[src/rtl/i2s_pkg.sv]
// Shared types and default widths for the I2S TX frame sequencer.
package i2s_pkg;

  localparam int I2S_NUM_BITS_W  = 5;
  localparam int I2S_NUM_WORD_W  = 4;
  localparam int I2S_GAP_W       = 8;
  localparam int I2S_FRAME_CNT_W = 16;

  typedef enum logic [1:0] {
    IDLE  = 2'd0,
    ARM   = 2'd1,
    FRAME = 2'd2,
    GAP   = 2'd3
  } i2s_frame_state_e;

endpackage

[src/rtl/i2s_slot_counter.sv]
// Nested bit/word counter for one I2S frame. Limits are latched on load so a
// config change mid-frame only matters at the next load. The wrap flags are
// registered together with the indices, so they are valid in the same cycle
// as the index they describe.
module i2s_slot_counter
  import i2s_pkg::*;
#(
  parameter int NUM_BITS_W = I2S_NUM_BITS_W,
  parameter int NUM_WORD_W = I2S_NUM_WORD_W
) (
  input  logic                  clk_i,
  input  logic                  rstn_i,
  input  logic                  clear_i,
  input  logic                  load_i,
  input  logic                  adv_i,
  input  logic [NUM_BITS_W-1:0] num_bits_i,
  input  logic [NUM_WORD_W-1:0] num_word_i,
  output logic [NUM_BITS_W-1:0] bit_idx_o,
  output logic [NUM_WORD_W-1:0] word_idx_o,
  output logic                  bit_last_o,
  output logic                  frame_last_o
);

  logic [NUM_BITS_W-1:0] r_bit;
  logic [NUM_WORD_W-1:0] r_word;
  logic [NUM_BITS_W-1:0] r_lim_bits;
  logic [NUM_WORD_W-1:0] r_lim_word;
  logic                  r_bit_last;
  logic                  r_frame_last;
  logic [NUM_BITS_W-1:0] w_nxt_bit;
  logic [NUM_WORD_W-1:0] w_nxt_word;

  // Next position: bit wraps against the latched limit and carries into word.
  always_comb begin
    w_nxt_bit  = r_bit + 1'b1;
    w_nxt_word = r_word;
    if (r_bit_last) begin
      w_nxt_bit  = '0;
      w_nxt_word = r_frame_last ? '0 : (r_word + 1'b1);
    end
  end

  // Index, limit and wrap-flag registers; clear has priority over load.
  always_ff @(posedge clk_i or negedge rstn_i) begin
    if (!rstn_i) begin
      r_bit        <= '0;
      r_word       <= '0;
      r_lim_bits   <= '0;
      r_lim_word   <= '0;
      r_bit_last   <= 1'b0;
      r_frame_last <= 1'b0;
    end else if (clear_i) begin
      r_bit        <= '0;
      r_word       <= '0;
      r_bit_last   <= 1'b0;
      r_frame_last <= 1'b0;
    end else if (load_i) begin
      r_bit        <= '0;
      r_word       <= '0;
      r_lim_bits   <= num_bits_i;
      r_lim_word   <= num_word_i;
      r_bit_last   <= (num_bits_i == '0);
      r_frame_last <= (num_bits_i == '0) && (num_word_i == '0);
    end else if (adv_i) begin
      r_bit        <= w_nxt_bit;
      r_word       <= w_nxt_word;
      r_bit_last   <= (w_nxt_bit == r_lim_bits);
      r_frame_last <= (w_nxt_bit == r_lim_bits) && (w_nxt_word == r_lim_word);
    end
  end

  assign bit_idx_o    = r_bit;
  assign word_idx_o   = r_word;
  assign bit_last_o   = r_bit_last;
  assign frame_last_o = r_frame_last;

endmodule

[src/rtl/i2s_tx_frame_ctrl.sv]
// Master-side I2S/DSP TX frame sequencer (sck domain).
// Optional frame statistics counter: define I2S_TX_FRAME_CTRL_STATS_EN.
// Handshake: the sequencer leaves IDLE (and starts each new frame after a gap)
// only when cfg_en_i and ready_to_send_i are both high on a rising sck edge;
// there is no back-pressure once a frame has started, and cfg_en_i low aborts
// immediately. dbg_state_o exposes the FSM state for checkers.
module i2s_tx_frame_ctrl
  import i2s_pkg::*;
#(
  parameter int NUM_BITS_W = I2S_NUM_BITS_W,
  parameter int NUM_WORD_W = I2S_NUM_WORD_W,
  parameter int GAP_W      = I2S_GAP_W
) (
  input  logic                       sck_i,
  input  logic                       rstn_i,
  input  logic                       cfg_en_i,
  input  logic                       cfg_dsp_mode_i,
  input  logic [NUM_BITS_W-1:0]      cfg_num_bits_i,
  input  logic [NUM_WORD_W-1:0]      cfg_num_word_i,
  input  logic [GAP_W-1:0]           cfg_gap_i,
  input  logic                       ready_to_send_i,
  input  logic                       fifo_valid_i,
  output logic                       ws_o,
  output logic                       frame_start_o,
  output logic                       frame_done_o,
  output logic [NUM_WORD_W-1:0]      word_idx_o,
  output logic [NUM_BITS_W-1:0]      bit_idx_o,
  output logic                       busy_o,
  output logic                       underrun_o,
  output logic [I2S_FRAME_CNT_W-1:0] frame_cnt_o,
  output i2s_frame_state_e           dbg_state_o
);

  localparam logic [GAP_W-1:0] GAP_ONE = GAP_W'(1);

  i2s_frame_state_e r_state;
  logic             r_ws;
  logic             r_frame_start;
  logic             r_underrun;
  logic             r_busy;
  logic             r_dsp;
  logic [GAP_W-1:0] r_gap;
  logic [GAP_W-1:0] r_gap_cnt;

  logic                  w_clear;
  logic                  w_load;
  logic                  w_adv;
  logic                  w_to_idle;
  logic                  w_bit_last;
  logic                  w_frame_last;
  logic [NUM_BITS_W-1:0] w_bit_idx;
  logic [NUM_WORD_W-1:0] w_word_idx;

  // Slot counter control: load marks the first bit of every new frame.
  always_comb begin
    w_clear   = 1'b0;
    w_load    = 1'b0;
    w_adv     = 1'b0;
    w_to_idle = 1'b0;
    if (!cfg_en_i) begin
      w_clear   = 1'b1;
      w_to_idle = 1'b1;
    end else begin
      case (r_state)
        IDLE: begin
          w_clear   = 1'b1;
          w_to_idle = !ready_to_send_i;
        end
        ARM: w_load = 1'b1;
        FRAME: begin
          if (w_frame_last) begin
            if (r_gap == '0) w_load  = 1'b1;
            else             w_clear = 1'b1;
          end else begin
            w_adv = 1'b1;
          end
        end
        GAP: begin
          if (r_gap_cnt == GAP_ONE) begin
            if (ready_to_send_i) begin
              w_load = 1'b1;
            end else begin
              w_clear   = 1'b1;
              w_to_idle = 1'b1;
            end
          end
        end
        default: begin
          w_clear   = 1'b1;
          w_to_idle = 1'b1;
        end
      endcase
    end
  end

  i2s_slot_counter #(
    .NUM_BITS_W (NUM_BITS_W),
    .NUM_WORD_W (NUM_WORD_W)
  ) u_slot_counter (
    .clk_i        (sck_i),
    .rstn_i       (rstn_i),
    .clear_i      (w_clear),
    .load_i       (w_load),
    .adv_i        (w_adv),
    .num_bits_i   (cfg_num_bits_i),
    .num_word_i   (cfg_num_word_i),
    .bit_idx_o    (w_bit_idx),
    .word_idx_o   (w_word_idx),
    .bit_last_o   (w_bit_last),
    .frame_last_o (w_frame_last)
  );

  // Frame FSM with registered WS, start, underrun and busy outputs.
  always_ff @(posedge sck_i or negedge rstn_i) begin
    if (!rstn_i) begin
      r_state       <= IDLE;
      r_ws          <= 1'b0;
      r_frame_start <= 1'b0;
      r_underrun    <= 1'b0;
      r_busy        <= 1'b0;
      r_dsp         <= 1'b0;
      r_gap         <= '0;
      r_gap_cnt     <= '0;
    end else if (!cfg_en_i) begin
      r_state       <= IDLE;
      r_ws          <= 1'b0;
      r_frame_start <= 1'b0;
      r_underrun    <= 1'b0;
      r_busy        <= 1'b0;
      r_gap_cnt     <= '0;
    end else begin
      r_frame_start <= w_load;
      // Underrun reflects the FIFO as seen during the frame-start cycle.
      r_underrun    <= r_frame_start & ~fifo_valid_i;
      case (r_state)
        IDLE: begin
          r_ws <= 1'b0;
          if (ready_to_send_i) begin
            r_state <= ARM;
            r_busy  <= 1'b1;
          end else begin
            r_busy  <= 1'b0;
          end
        end
        ARM: begin
          r_state <= FRAME;
          r_busy  <= 1'b1;
        end
        FRAME: begin
          if (w_frame_last) begin
            if (r_gap != '0) begin
              r_state   <= GAP;
              r_gap_cnt <= r_gap;
              r_ws      <= 1'b0;
            end
          end else if (r_dsp) begin
            r_ws <= 1'b0;
          end else begin
            // I2S level WS follows the word index parity of the next cycle.
            r_ws <= w_bit_last ? ~w_word_idx[0] : w_word_idx[0];
          end
        end
        GAP: begin
          r_ws <= 1'b0;
          if (r_gap_cnt == GAP_ONE) begin
            r_gap_cnt <= '0;
            if (ready_to_send_i) begin
              r_state <= FRAME;
            end else begin
              r_state <= IDLE;
              r_busy  <= 1'b0;
            end
          end else begin
            r_gap_cnt <= r_gap_cnt - GAP_ONE;
          end
        end
        default: begin
          r_state <= IDLE;
          r_busy  <= 1'b0;
        end
      endcase
      // Every frame start relatches mode and gap; word 0 bit 0 sets WS in DSP mode only.
      if (w_load) begin
        r_dsp <= cfg_dsp_mode_i;
        r_gap <= cfg_gap_i;
        r_ws  <= cfg_dsp_mode_i;
      end
    end
  end

`ifdef I2S_TX_FRAME_CTRL_STATS_EN
  logic [I2S_FRAME_CNT_W-1:0] r_frame_cnt;

  // Completed-frame counter; wraps naturally and clears whenever the FSM idles.
  always_ff @(posedge sck_i or negedge rstn_i) begin
    if (!rstn_i) begin
      r_frame_cnt <= '0;
    end else if (w_to_idle) begin
      r_frame_cnt <= '0;
    end else if (w_frame_last && (r_state == FRAME)) begin
      r_frame_cnt <= r_frame_cnt + 1'b1;
    end
  end

  assign frame_cnt_o = r_frame_cnt;
`else
  assign frame_cnt_o = '0;
`endif

  assign ws_o          = r_ws;
  assign frame_start_o = r_frame_start;
  assign frame_done_o  = w_frame_last;
  assign word_idx_o    = w_word_idx;
  assign bit_idx_o     = w_bit_idx;
  assign busy_o        = r_busy;
  assign underrun_o    = r_underrun;
  assign dbg_state_o   = r_state;

endmodule

[config.mk]
export PLATFORM = sky130hd
export DESIGN_NAME = i2s_tx_frame_ctrl
export DESIGN_NICKNAME = d
export VERILOG_FILES = /design/src/rtl/i2s_pkg.sv /design/src/rtl/i2s_slot_counter.sv /design/src/rtl/i2s_tx_frame_ctrl.sv
export SDC_FILE = /design/constraint.sdc
export NUM_CORES = 1
export LEC_CHECK = 0
export BUFFER_PORTS_ARGS = -buffer_cell sky130_fd_sc_hd__buf_2
export CAP_MARGIN = 20
export CORE_MARGIN = 1
export CORE_UTILIZATION = 55
export DETAILED_ROUTE_END_ITERATION = 8
export HOLD_SLACK_MARGIN = 0.06
export PLACE_DENSITY = 0.8
export SETUP_SLACK_MARGIN = 0.15
export SYNTH_ARGS = -nofsm -noshare
export SYNTH_HDL_FRONTEND = slang
export SYNTH_SLANG_ARGS = --single-unit
[constraint.sdc]
create_clock -name sck_i -period 4.85 [get_ports sck_i]
set_input_delay 0.7275 -clock sck_i [delete_from_list [all_inputs] [get_ports sck_i]]
set_output_delay 0.7275 -clock sck_i [all_outputs]
set_load 0.005 [all_outputs]
== Yosys cells after proc, flatten, opt, wreduce, memory -nomap -nowiden ==
Index checks and enable logic that the tools add are counted.
Storage, ports and cells
  register bits: 43
  bits in latches: 0
  RAM bits: 0
  bits in read-only memories: 0
  input port bits: 23
  word-level logic and storage cells: 106
  memories kept: 0
Operators by class
  $add $sub $neg: 3
  $mul: 0
  div/mod/pow operators: 0
  $lt $le $gt $ge: 0
  eq/ne operators: 15
  shift-type cells: 0
  muxes and demuxes: 55
  bitwise operators: 4
  reductions and logical operators: 15
Operators by type and width (number)
  2-to-1 mux 8 bit: 4
  2-to-1 mux 1 bit: 30
  2-to-1 mux 4 bit: 5
  2-to-1 mux 5 bit: 4
  one-hot mux 8 bit (2 select lines): 1
  2-to-1 mux 2 bit: 6
  inequality test 3 bit, second input constant: 4
  one-hot mux 1 bit (3 select lines): 3
  equality test 8 x 1 -> 1 bit, second input constant: 1
  logical NOT 8 bit: 1
  one-hot mux 2 bit (4 select lines): 1
  nonzero test 8 bit: 1
  subtractor 8 x 1 -> 8 bit, second input constant: 1
  AND reduction 2 bit: 3
  AND reduction 3 bit: 2
  adder 5 x 1 -> 5 bit, second input constant: 1
  equality test 5 bit: 1
  logical NOT 5 bit: 1
  inequality test 5 x 4 -> 1 bit, second input constant: 1
  adder 4 x 1 -> 4 bit, second input constant: 1
  equality test 2 bit, second input constant: 2
  equality test 4 bit: 1
  logical NOT 4 bit: 1
  inequality test 4 x 1 -> 1 bit, second input constant: 1
  12 further kinds: 15

== Depth between registers and ports, before layout ==
  depth after elaboration: 8
  depth in mapped cells: 9
  gate-level depth less buffers: 8

== By module ==
A second synthesis with hierarchy kept.
Second synthesis, totals
  cells, all modules: 281
  area total of the unflattened synthesis: 2692.6 µm²
By module, submodules not included
  i2s_tx_frame_ctrl: times used 1, cells an instance 154, area each 1487.7 µm², seq. area each 575.6 µm²
  i2s_slot_counter: times used 1, cells an instance 127, area each 1204.9 µm², seq. area each 500.5 µm²

== Worst setup path before layout ==
OpenSTA, ideal clock, no wires.
  path type: register to register
  start: register r_gap_cnt[1]
  end: register r_dsp
  setup time: 0.125 ns
  arrival: 2.261 ns
  data required time: 4.725 ns
  setup slack: 2.464 ns
  stages on the path, launching flop included: 9
  path buffers: 1
  period minus slack after synthesis: 2.386 ns
  path through: dfrtp_1 -> inv_1 -> ha_1 -> or4b_1 -> or2_4 -> o221a_4 -> nor2_1 -> buf_2 -> mux2_2
On the way
  longest elaborated chain between the ends: 5
Ends and longest elaborated chain
  from (decl): RTL line i2s_tx_frame_ctrl.sv:43  | logic [GAP_W-1:0] r_gap_cnt;
  from (signal assigned): RTL line i2s_tx_frame_ctrl.sv:153  | r_gap_cnt <= r_gap;
  from (signal assigned): RTL line i2s_tx_frame_ctrl.sv:174  | r_gap_cnt <= r_gap_cnt - GAP_ONE;
  equality test 8 x 1 -> 1 bit: RTL line i2s_tx_frame_ctrl.sv:79  | if (r_gap_cnt == GAP_ONE) begin
  2-to-1 mux 1 bit: RTL line i2s_tx_frame_ctrl.sv:79
  one-hot mux 1 bit (3 select lines): RTL line i2s_tx_frame_ctrl.sv:64  | case (r_state)
  2-to-1 mux 1 bit: RTL line i2s_tx_frame_ctrl.sv:60  | if (!cfg_en_i) begin
  AND reduction 2 bit (no line)
  to (signal assigned): RTL line i2s_tx_frame_ctrl.sv:184  | r_dsp <= cfg_dsp_mode_i;
  to (decl): RTL line i2s_tx_frame_ctrl.sv:41  | logic r_dsp;
No other way between the ends.
A chain may end at the register's enable or synchronous reset.

== Worst setup path in the final report ==
  start: register r_gap_cnt[1]
  end: register r_gap[1]
On the way
  longest elaborated chain between the ends: 5
Ends and longest elaborated chain
  equality test 8 x 1 -> 1 bit: RTL line i2s_tx_frame_ctrl.sv:79
  2-to-1 mux 1 bit: RTL line i2s_tx_frame_ctrl.sv:79
  one-hot mux 1 bit (3 select lines): RTL line i2s_tx_frame_ctrl.sv:64
  2-to-1 mux 1 bit: RTL line i2s_tx_frame_ctrl.sv:60
  AND reduction 2 bit (no line)
  to (signal assigned): RTL line i2s_tx_frame_ctrl.sv:185  | r_gap <= cfg_gap_i;
  to (decl): RTL line i2s_tx_frame_ctrl.sv:42  | logic [GAP_W-1:0] r_gap;
No other way between the ends.

==> impl_metrics.env <==
export IMPL_pwr_density_cell_nw_per_um2=440
export IMPL_drt_pass1_iter_count=6
export IMPL_via_per_inst=5.86
export IMPL_cts_resized=0
export IMPL_core_um2=4440
export IMPL_multi_input_area_um2=1370
export IMPL_cts_root_buf="clkbuf_8"
export IMPL_worst_ep_arrival_time_ns=3.10
export IMPL_overflow=0
export IMPL_synthFlopType="dfrtp_1"
export IMPL_cts_buffers=5
export IMPL_ant_nets=0
export IMPL_status="complete, but fails checks"
export IMPL_synthCells=275
export IMPL_async_flop_share_pct=100
export IMPL_clk_latency_ns=0.30
export IMPL_hold_path_end="r_gap_cnt[5]$_DFFE_PN0P_"
export IMPL_cts_setup_buffers=0
export IMPL_synth_area_leaders="dfrtp_1 (42%), mux2_2 (7.8%), buf_4 (4.6%)"
export IMPL_fin_crit_sh_pct=60.2
export IMPL_cts_hold_buf=0
export IMPL_rr_startpoint="r_gap_cnt[1]$_DFFE_PN0P_"
export IMPL_setup_violations=0
export IMPL_grt_pass1_wl_um=9020
export IMPL_initial_core_util_pct=58.2
export IMPL_cp_max_fo=11
export IMPL_skew_ns=0.0101
export IMPL_finalCriticalPeriod_ns=2.92
export IMPL_fin_setup_tns_ns=0
export IMPL_hold_viol=0
export IMPL_synth_area_um2=2590
export IMPL_yosys_warnings=0
export IMPL_diodes=0
export IMPL_holdCritStartpoint="r_gap_cnt[5]$_DFFE_PN0P_"
export IMPL_rows=24
export IMPL_grt_total_usage_pct=23.3
export IMPL_cts_buffer_depth=2
export IMPL_htreeDepth=2
export IMPL_fin_nets=342
export IMPL_final_common_cell="dfrtp_1"
export IMPL_crit_required_ns=5.03
export IMPL_cap_violations=0
export IMPL_pin_count=55
export IMPL_clock_sinks=43
export IMPL_synth_seq_area_share_pct=41.6
export IMPL_clk_pin_slew_ns=0.08
export IMPL_drtIter0Drc=191
export IMPL_vias=2127
export IMPL_synth_top_cell_by_area="dfrtp_1"
export IMPL_hp_class="register to register"
export IMPL_place_congestion=0.875
export IMPL_ys_ff_latch=43
export IMPL_chipWidth_um=70.6
export IMPL_syn_area_per_cell_um2=9.41
export IMPL_wl_per_cell_um=14.9
export IMPL_violations="DRC"
export IMPL_startpoint_type="register"
export IMPL_r2r_slack_ns=1.93
export IMPL_regToRegEndpoint="r_gap[1]$_DFFE_PN0P_"
export IMPL_drive_above_1_share_pct=20.9
export IMPL_min_path_cells=1
export IMPL_max_slew_margin_pct=36.3
export IMPL_io_buffers=38
export IMPL_grt_start_max_net_pins=44
export IMPL_cts_tree="yes"
export IMPL_wirelength_um=5410
export IMPL_rsz0062_at_grt="false"
export IMPL_criticalPathCategory="register to register"
export IMPL_hpwl_um=3920
export IMPL_area_growth_pct=10.1
export IMPL_nFillCells=378
export IMPL_synth_edff_count=0
export IMPL_max_freq_mhz=343
export IMPL_vdd_drop_max_v=0.000264
export IMPL_synth_distinct_cells=48
export IMPL_first_global_vias=1899
export IMPL_die_h_um=70.6
export IMPL_worst_pin_slew_ns=0.956
export IMPL_slew_violations=0
export IMPL_antenna_found_initial=0
export IMPL_drc=14
export IMPL_seq_area_um2=1080
export IMPL_p_leak_nw=1.28
export IMPL_post_synth_top_area_fraction_pct=41.6
export IMPL_end_kind="register"
export IMPL_finalPower_w=0.00126
export IMPL_layout_common_cells="dfrtp_1 (43), buf_2 (38), nor2_1 (26)"
export IMPL_die_area_um2=4990
export IMPL_r2r_cells=7
==> worst max path at each step <==
stage | startpoint | to | slack, ns | depth (start not counted)
global route | dbg_state_o[0]$_DFFE_PN0P_ | u_slot_counter.r_lim_bits[3]$_DFFE_PN0P_ | 1.80 | 7
global placement | cfg_en_i | u_slot_counter.r_lim_bits[3]$_DFFE_PN0P_ | 2.02 | 5
CTS | r_gap_cnt[1]$_DFFE_PN0P_ | r_dsp$_DFFE_PN0P_ | 1.97 | 7
finish | r_gap_cnt[1]$_DFFE_PN0P_ | r_gap[1]$_DFFE_PN0P_ | 1.93 | 7
detailed placement | r_gap_cnt[1]$_DFFE_PN0P_ | u_slot_counter.r_lim_bits[3]$_DFFE_PN0P_ | 1.98 | 7
floorplan | r_gap_cnt[1]$_DFFE_PN0P_ | r_dsp$_DFFE_PN0P_ | 2.46 | 8
==> logic make-up (layout without fill, tap and decap cells) <==
family | Yosys count | count (layout) | synth area share (%)
simple gates | 90 | 90 | 17.8
fa+ha+maj | 8 | 8 | 3.87
other cells | 1 | 16 | 0.145
buf+inv | 36 | 57 | 7.64
compound gates | 66 | 66 | 16.8
mux | 18 | 18 | 7.83
flops | 43 | 43 | 41.6
xor+xnor | 13 | 13 | 4.40
==> critical path, cell delays in order (launching register included) <==
cell and delay, ns:
dfrtp_1 0.38, inv_1 0.11, ha_1 0.20, or4b_1 0.48, or2_4 0.27, o221a_4 0.30, nor2_1 0.66, mux2_2 0.41
==> where the power goes <==
part / internal [W] / total [W] / switching, W
clock: 0.000151 / 0.000271 / 0.000120
sequential: 0.000462 / 0.000565 / 0.000103
combinational: 0.000215 / 0.000419 / 0.000204
==> stage by stage <==
step / area [um2] / hold WS [ns] / setup slack [ns] / utilization, % / instances
after floorplan: 2650 / 0.432 / 2.46 / - / 290
after global placement: 2750 / 0.465 / 2.02 / 61.8 / 356
after detailed placement: 2750 / 0.469 / 1.98 / 61.8 / 356
after CTS: 2850 / 0.486 / 1.97 / 64.1 / 363
after global routing: 2850 / 0.508 / 1.80 / 64.1 / 363
final: 2850 / 0.492 / 1.93 / 64.1 / 363
==> final cells by class <==
type                            instances  share of cell area (%)
Sequential cell                        43                    37.8
Clock buffer                            6                    2.55
Timing Repair Buffer                   38                    6.67
Clock inverter                          1                    1.05
Tap cell                               52                    2.28
Inverter                               12                    1.58
Multi-Input combinational cell        211                    48.1
==> synthesized netlist by cell type, types with 3 or more instances <==
cell type and instances:
nand2_1 17, o2bb2ai_1 5, nand3b_1 3, nand3_1 6
o21a_1 3, nor3_1 9, o21ai_0 15, or3_1 3
buf_4 16, inv_1 12, clkbuf_1 6, or4_1 3
ha_1 8, a21oi_1 23, dfrtp_1 43, nor4_1 5
nand2b_1 5, mux2_2 18, nor2_1 26, xnor2_1 5
xor2_1 8
==> flip-flops by register name (all words and copies together) (netlist names), 2 cells and up <==
register / cells
r_gap: 8
r_gap_cnt: 8
u_slot_counter.bit_idx_o: 5
u_slot_counter.r_lim_bits: 5
u_slot_counter.r_lim_word: 4
u_slot_counter.word_idx_o: 4
dbg_state_o: 2
==> per-layer routing <==
layer | track usage (%) | vias up | routed length [um] | part of all wire, %
li1 | - | 1028 | - | -
met1 | 33.9 | 1033 | 2640 | 49
met2 | 35.9 | 61 | 2470 | 46
met3 | 5.13 | 5 | 259 | 4.8
met4 | 5.56 | 0 | 43 | 0.79
met5 | 0 | - | 0 | 0
Note: power is estimated with default switching activity, not from simulation.
